--- src/rtl/uart_tx_fifo.sv ---
// rtl/uart_tx_fifo.sv - byte FIFO feeding a UART transmitter with busy-flag handshake
module uart_tx_fifo #(
  parameter int DEPTH = 16,
  parameter int AW    = 4
) (
  input  logic          clk,
  input  logic          rst,
  input  logic          wr_en,
  input  logic [7:0]    wr_data,
  input  logic          clr_ovf,
  input  logic          tx_bussy,
  output logic          tx_enable,
  output logic [7:0]    tx_byte,
  output logic          full,
  output logic          empty,
  output logic [AW:0]   count,
  output logic          overflow,
  output logic          sent
);

  typedef enum logic [1:0] {IDLE, START, WAIT_DONE} state_t;

  localparam logic [AW:0] DEPTH_C = (AW+1)'(DEPTH);

  state_t        state_q, state_d;
  logic [7:0]    mem_q [DEPTH];
  logic [AW-1:0] rd_ptr_q, rd_ptr_d;
  logic [AW-1:0] wr_ptr_q, wr_ptr_d;
  logic [AW:0]   count_q, count_d;
  logic          ovf_q, ovf_d;
  logic          tx_en_q, tx_en_d;
  logic          sent_q, sent_d;
  logic [7:0]    tx_byte_q, tx_byte_d;
  logic          push, pop;

  assign full      = (count_q == DEPTH_C);
  assign empty     = (count_q == '0);
  assign count     = count_q;
  assign overflow  = ovf_q;
  assign tx_enable = tx_en_q;
  assign tx_byte   = tx_byte_q;
  assign sent      = sent_q;

  // Full is judged on the pre-edge count, so a pop in the same cycle never rescues a push.
  assign push = wr_en & ~full;

  always_comb begin
    state_d   = state_q;
    pop       = 1'b0;
    tx_en_d   = 1'b0;
    sent_d    = 1'b0;
    tx_byte_d = tx_byte_q;
    rd_ptr_d  = rd_ptr_q;
    case (state_q)
      IDLE: begin
        if (!empty && !tx_bussy) begin
          pop       = 1'b1;
          tx_byte_d = mem_q[rd_ptr_q];
          rd_ptr_d  = rd_ptr_q + 1'b1;
          tx_en_d   = 1'b1;
          state_d   = START;
        end
      end
      START: begin
        // Enable is held until busy is seen, since the transmitter samples it only on a baud tick.
        if (tx_bussy) state_d = WAIT_DONE;
        else          tx_en_d = 1'b1;
      end
      WAIT_DONE: begin
        if (!tx_bussy) begin
          sent_d  = 1'b1;
          state_d = IDLE;
        end
      end
      default: state_d = IDLE;
    endcase
  end

  always_comb begin
    wr_ptr_d = push ? wr_ptr_q + 1'b1 : wr_ptr_q;
    case ({push, pop})
      2'b10:   count_d = count_q + 1'b1;
      2'b01:   count_d = count_q - 1'b1;
      default: count_d = count_q;
    endcase
    if (wr_en && full) ovf_d = 1'b1;
    else if (clr_ovf)  ovf_d = 1'b0;
    else               ovf_d = ovf_q;
  end

  always_ff @(posedge clk or posedge rst) begin
    if (rst) begin
      state_q   <= IDLE;
      rd_ptr_q  <= '0;
      wr_ptr_q  <= '0;
      count_q   <= '0;
      ovf_q     <= 1'b0;
      tx_en_q   <= 1'b0;
      sent_q    <= 1'b0;
      tx_byte_q <= 8'h00;
    end else begin
      state_q   <= state_d;
      rd_ptr_q  <= rd_ptr_d;
      wr_ptr_q  <= wr_ptr_d;
      count_q   <= count_d;
      ovf_q     <= ovf_d;
      tx_en_q   <= tx_en_d;
      sent_q    <= sent_d;
      tx_byte_q <= tx_byte_d;
    end
  end

  always_ff @(posedge clk) begin
    if (push) mem_q[wr_ptr_q] <= wr_data;
  end

endmodule

--- config.mk ---
export PLATFORM = sky130hd
export DESIGN_NAME = uart_tx_fifo
export DESIGN_NICKNAME = d
export VERILOG_FILES = /design/src/rtl/uart_tx_fifo.sv
export SDC_FILE = /design/constraint.sdc
export NUM_CORES = 1
export LEC_CHECK = 0
export CAP_MARGIN = 25
export CORE_MARGIN = 5
export CORE_UTILIZATION = 45
export CTS_BUF_LIST = sky130_fd_sc_hd__clkbuf_16
export DETAILED_ROUTE_END_ITERATION = 10
export PLACE_DENSITY = 0.64
export SETUP_SLACK_MARGIN = 0.2
export SYNTH_ARGS = -nofsm -noshare
export SYNTH_HDL_FRONTEND = slang
export SYNTH_SLANG_ARGS = --single-unit
--- constraint.sdc ---
create_clock -name clk -period 2.4 [get_ports clk]
set_clock_uncertainty 0.05 [all_clocks]
set_input_delay 0.36 -clock clk [delete_from_list [all_inputs] [get_ports clk]]
set_output_delay 0.36 -clock clk [all_outputs]
set_load 0.01 [all_outputs]
; Word level (Yosys, flattened, before mapping)
; Memory sizes are Yosys's and may differ from the RTL's. A register that Yosys moved wholly into a read port is not among the register bits.
; Cells that the tools add are included.
[word_totals]
reg_bits = 18
output_inout_bits = 18
latchBits = 0
n_memories = 1
ramBits = 128
mem_bits_ro = 0
[mem_list]
columns = name, words, width, rd, rd_clocked_by_memory_dff, wr, line_no
row1 = mem_q, 16, 8, 1, 1, 1, 26  ; logic [7:0] mem_q [DEPTH];
[classes]
n_bitwise = 2
addsub = 4
shift = 0
n_lt_le_gt_ge = 0
reduce_logical = 10
div = 0
eq_ne = 8
mul = 0
mux = 14
[ops]
columns = operator, n
row1 = 5-bit one-hot mux with 2 select lines, 1
row2 = 4-bit by 1-bit adder with 4-bit output (second input constant), 2
row3 = 1-bit 2-to-1 mux, 8
row4 = 2-bit 2-to-1 mux, 3
row5 = 2-bit inequality test (second input constant), 3
row6 = 2-bit one-hot mux with 3 select lines, 1
row7 = 5-bit by 1-bit adder with 5-bit output (second input constant), 1
row8 = 5-bit == test (second input constant), 1
row9 = 5-bit logical NOT, 1
row10 = 5-bit by 1-bit subtractor with 5-bit output (second input constant), 1
row11 = 2-bit by 1-bit == test with 1-bit output (second input constant), 2
row12 = 2-bit == test (second input constant), 2
row13 = 2-bit nonzero test, 2
row14 = 3-bit AND reduction, 1
row15 = 1-bit logical AND, 2
row16 = 1-bit logical NOT, 2
row17 = 2-bit logical NOT, 1
row18 = 1-bit one-hot mux with 2 select lines, 1
row19 = 2-bit AND reduction, 1
row20 = 1-bit bitwise AND, 1
row21 = 1-bit NOT, 1

; Longest topological paths before layout
[logic_depth]
ltp_word = 7
depth_mapped = 11
depth_no_buf = 10

; Worst setup path before layout
; No wires, ideal clock.
[synth_timing]
kind = register to register
start = register count_q[1], in the netlist count[1]
end = register count_q[4], in the netlist count[4]
t_arrival_ps = 2456
t_required_ps = 2227
setup_ps = 123
slack_ps = -229
stages_incl_launch_ff = 12
path_cell_list = dfrtp_1 nor4_2 a21oi_1 buf_2 ha_1 clkbuf_1 xor2_1 ha_1 and3b_1 o21ai_0 a21oi_1 xnor2_1
[synth_via]
elab_chain_len = 7
word_cells_on_any_way = 14
[synth_lines]
columns = element, line_no
row1 = start: declaration, 29  ; logic [AW:0] count_q, count_d;
row2 = start signal: assignment, 105  ; count_q <= count_d;
row3 = 5-bit logical NOT (*), 37  ; assign empty = (count_q == '0);
row4 = 1-bit logical NOT (*), 56  ; if (!empty && !tx_bussy) begin
row5 = 1-bit logical AND (*), 56
row6 = 1-bit 2-to-1 mux (*), 56
row7 = 1-bit 2-to-1 mux (*), 54  ; case (state_q)
row8 = net pop, 34  ; logic push, pop;
row9 = 2-bit by 1-bit == test with 1-bit output / 2-bit == test (equally long branches), 81  ; case ({push, pop})
row10 = 5-bit one-hot mux with 2 select lines / 2-bit nonzero test (equally long branches), n/a
; Mark *: on every way through the listed nets, which the timed path passes. The rest lies on a longest branch.
; A chain may end at the register's enable or synchronous reset.

; Worst setup path after layout
[layout_timing]
start = register count_q[2], in the netlist count[2]
end = register count_q[4], in the netlist count[4]
[layout_via]
elab_chain_len = 7
word_cells_on_any_way = 14
[layout_lines]
columns = element, line_no
row1 = 5-bit logical NOT, 37
row2 = 1-bit logical NOT, 56
row3 = 1-bit logical AND, 56
row4 = 1-bit 2-to-1 mux, 56
row5 = 1-bit 2-to-1 mux, 54
row6 = 2-bit by 1-bit == test with 1-bit output / 2-bit == test (equally long branches), 81
row7 = 5-bit one-hot mux with 2 select lines / 2-bit nonzero test (equally long branches), n/a
; Parallel ways exist; a longest one is shown, timed or not.

==> metrics.sh <==
WORST_SKEW_PAIR.LATE_LATENCY_NS=0.42
POWER.TOTAL_mW=8.74
CHIPHEIGHT_UM=127
CELL_COUNT_AFTER_PLACEMENT=540
OUTCOME='finished clean'
NETLIST_AREA_UM2=6190
AVGSYNTHCELLAREA_UM2=19.3
PORT-BUFFER-COUNT=30
VIA_COUNT=3141
CTS.SINKS=154
NET-SWITCHING-POWER_mW=2.48
GRT_USE_TOTAL=0.155
DP_HPWL_UM=7340
MAX-SLEW-MARGIN-REL=0.630
ROUTE.FINAL.WIRE_LENGTH_UM=11700
FIRST_PASS_ITERS=4
FINAL-HOLD-VIOLATION-COUNT=0
DRIVE_GT1_FRAC=0.256
FMAX_MHz=455
DETAIL_ROUTE.DRC_VIOLATIONS=0
SETUP.WORST_PATH.START='count[2]$_DFFE_PP0P_'
P_PER_AREA_nW_PER_UM2=1160
MAX_CAP_VIOL_COUNT=0
CLOCKBUFFERDEPTH=2
CTS_BUFFERS=17
HOLDBUFCOUNTCTS=0
SYNTH.DISTINCT_CELLS=37
CTS-HTREE-LEVELS=4
ASYNCSETRESETFLOPFRACSYNTH=0.169
WORSTHOLDPATHTYPE='in2async'
CRITICALPATHCATEGORY='reg2reg'
ANTENNA-DIODE-COUNT=0
RSZ0062_AT_GRT='true'
VIAS_PER_CELL=5.43
P_SW_FRAC=0.284
RR_WORST_DEPTH=11
WORSTMARGINPINSLEW_NS=0.553
POSTROUTEANTENNANETS=0
PLACEMENTROWS=42
LEAKAGEPOWER_nW=2.64
INITIAL_ANTENNA_VIOLATION_COUNT=0
PIN_COUNT=31
CLOCK-ROOT-BUFFER='clkbuf_16'
GRT_MAX_DEGREE=35
TIMING.RR.END='count[4]$_DFFE_PP0P_'
DIE_W_UM=127
POWER_FRAC_COMB=0.291
CRITPATHMAXFANOUT=3
POST_SYNTH_INST_COUNT=321
MAXSLEWVIOLCOUNT=0
LAYOUT_MIN_CYCLE_TIME_NS=2.20
INTERNAL_CELL_POWER_mW=6.26
INITIAL_CORE_UTIL=0.464
FINALCRITPERIODSHARE=0.916
FIN_TNS_SETUP_NS=0
REG_POWER_FRAC=0.414
DR.FIRST_ITER.DRC_COUNT=232
AREAGROWTHSYNTHTOFINISH_PCT=21.3
SYNTH_TOP_FLOP_CELL='edfxtp_1'
GRT_PASS1_WL_UM=18300
FLOORPLAN.CORE_AREA_UM2=13300
IR_WORST_VDD_mV=0.596
POSTSYNTHREGISTERBITS=154
OVERFLOW=0
SYNTH-SEQ-AREA-SHARE=0.726
START_KIND='flop'
LAYOUT.CELLS.NON_FILLER=578
R2R_SLACK_NS=0.20
GLOBALPLACE.CONGESTION=0.765
CRITICAL_PATH_REQUIRED_NS=2.65
VIA_COUNT_OF_THE_FIRST_GLOBAL_ROUTING_PASS=3348
AVGROUTEDWIREPERCELL_UM=20.3
CLKPWRFRAC=0.295
NUMBER_OF_FLOPS_MAPPED_TO_ENABLE_CELLS_BY_YOSYS=128
CTS_TREE='done'
CTS.REPORTEDPATHS.CLKPINSLEW_NS=0.06
CRIT_PATH_END_KIND='flop'
DIE-AREA_UM2=16200
ENDPOINT='count[4]$_DFFE_PP0P_'
REPORT.FINAL.SETUP_VIOL=0
WORST_EP_ARRIVAL_TIME_NS=2.45
FIN_NETS=410
SYNTH.NET_COUNT=342
FINAL.HOLD.WORST_SLACK_NS=0.270
YS.WARNINGS.COUNT=0
CRIT-REG2REG-LAUNCH='count[2]$_DFFE_PP0P_'
worst min path at each step:
stage | to | slack (ns) | cells past startpoint
global route | tx_byte[4]$_DFFE_PP0P_ | 0.31 | 3
finish | sent$_DFF_PP0_ | 0.27 | 3
floorplan | count[0]$_DFFE_PP0P_ | 0.35 | 1
CTS | overflow$_DFFE_PP0P_ | 0.27 | 3
detailed placement | sent$_DFF_PP0_ | 0.44 | 1
global placement | sent$_DFF_PP0_ | 0.44 | 1
power groups by stage:
stage / clock (mW) / combinational (mW) / sequential [mW]
after floorplan: 0 / 1.73 / 3.61
after global placement: 0 / 2.47 / 3.66
after detailed placement: 0 / 2.52 / 3.67
after CTS: 2.63 / 2.58 / 3.62
after global routing: 2.76 / 2.75 / 3.66
final: 2.58 / 2.54 / 3.61
metal layers:
layer,global-route usage,wire length [um]
met5,0,0
met4,0.0820,367
met3,0.0434,490
met2,0.253,5880
met1,0.190,4970
cell type report:
class / count / area [um2]
flip-flops and latches: 154 / 4500
multi-input cells: 143 / 1600
clock buffers: 17 / 425
well taps: 176 / 220
clock inverters: 15 / 145
repair buffers: 64 / 582
inverters: 9 / 33.8
fillers: 1042 / 5840
synth_stat cells (all sizes together), types with 2 or more instances:
master    n  share of area
a21oi    13          0.011
ha        8          0.016
mux4     32           0.12
nand2b    2         0.0020
nand4     2         0.0020
nor3      4         0.0032
xnor2     8          0.011
edfxtp  128           0.62
dfrtp    26           0.11
mux2     10          0.018
xor2      6         0.0085
inv       9         0.0055
and2      3         0.0030
clkbuf    2         0.0012
nand2     8         0.0049
nor2     13         0.0079
buf      13          0.016
o22ai    16          0.016
and3b     2         0.0028
o21ai     3         0.0024
a211oi    2         0.0024
metrics by stage:
step / utilization / instance area (um2) / worst slack [ns]
after floorplan: - / 6240 / 0.0307
after global placement: 0.515 / 6870 / -0.114
after detailed placement: 0.515 / 6870 / -0.121
after CTS: 0.561 / 7490 / 0.160
after global routing: 0.562 / 7500 / 0.105
final: 0.562 / 7500 / 0.201
sequential cells by signal, summed over array words and instances (netlist names):
signal and flops:
count 5, wr_ptr_q 4, tx_enable 1, tx_byte 8, overflow 1, mem_q 128, state_q 2, sent 1
rd_ptr_q 4
repair_timing:
action	CTS	global route
pin swaps	8	4
cloned	0	0
setup buffers	5	1
endpoints found under the setup margin	3	4
gates resized for setup	6	2
cells in the final DEF (no fill, tap or decap), types with 10 or more instances in the layout:
| cell | Yosys | layout |
|---|---|---|
| clkbuf_16 | 0 | 17 |
| buf_4 | 1 | 31 |
| mux2_2 | 10 | 10 |
| a21oi_1 | 13 | 11 |
| clkdlybuf4s50_1 | 0 | 28 |
| mux4_2 | 19 | 19 |
| edfxtp_1 | 128 | 128 |
| o22ai_1 | 16 | 16 |
| inv_1 | 9 | 11 |
| nor2_1 | 13 | 13 |
| mux4_1 | 13 | 13 |
| dfrtp_1 | 26 | 23 |
critical path, stage by stage (launching register included):
cell	delay, ns
dfrtp_2	0.42
nor4_4	0.31
buf_4	0.18
buf_6	0.10
a21oi_4	0.05
ha_4	0.16
xor2_1	0.14
ha_2	0.18
and3b_1	0.16
o21ai_1	0.12
a21oi_1	0.09
xnor2_1	0.13
cell families after synthesis:
logic type	after synthesis	synth area share
multiplexers	42	0.143
XOR/XNOR	14	0.0198
buffers and inverters	24	0.0227
flip-flops	154	0.726
adder cells (fa/ha/maj)	8	0.0162
AO/OA/AOI/OAI	39	0.0388
AND/OR/NAND/NOR	40	0.0336
Note: power is estimated with default switching activity, not from simulation.
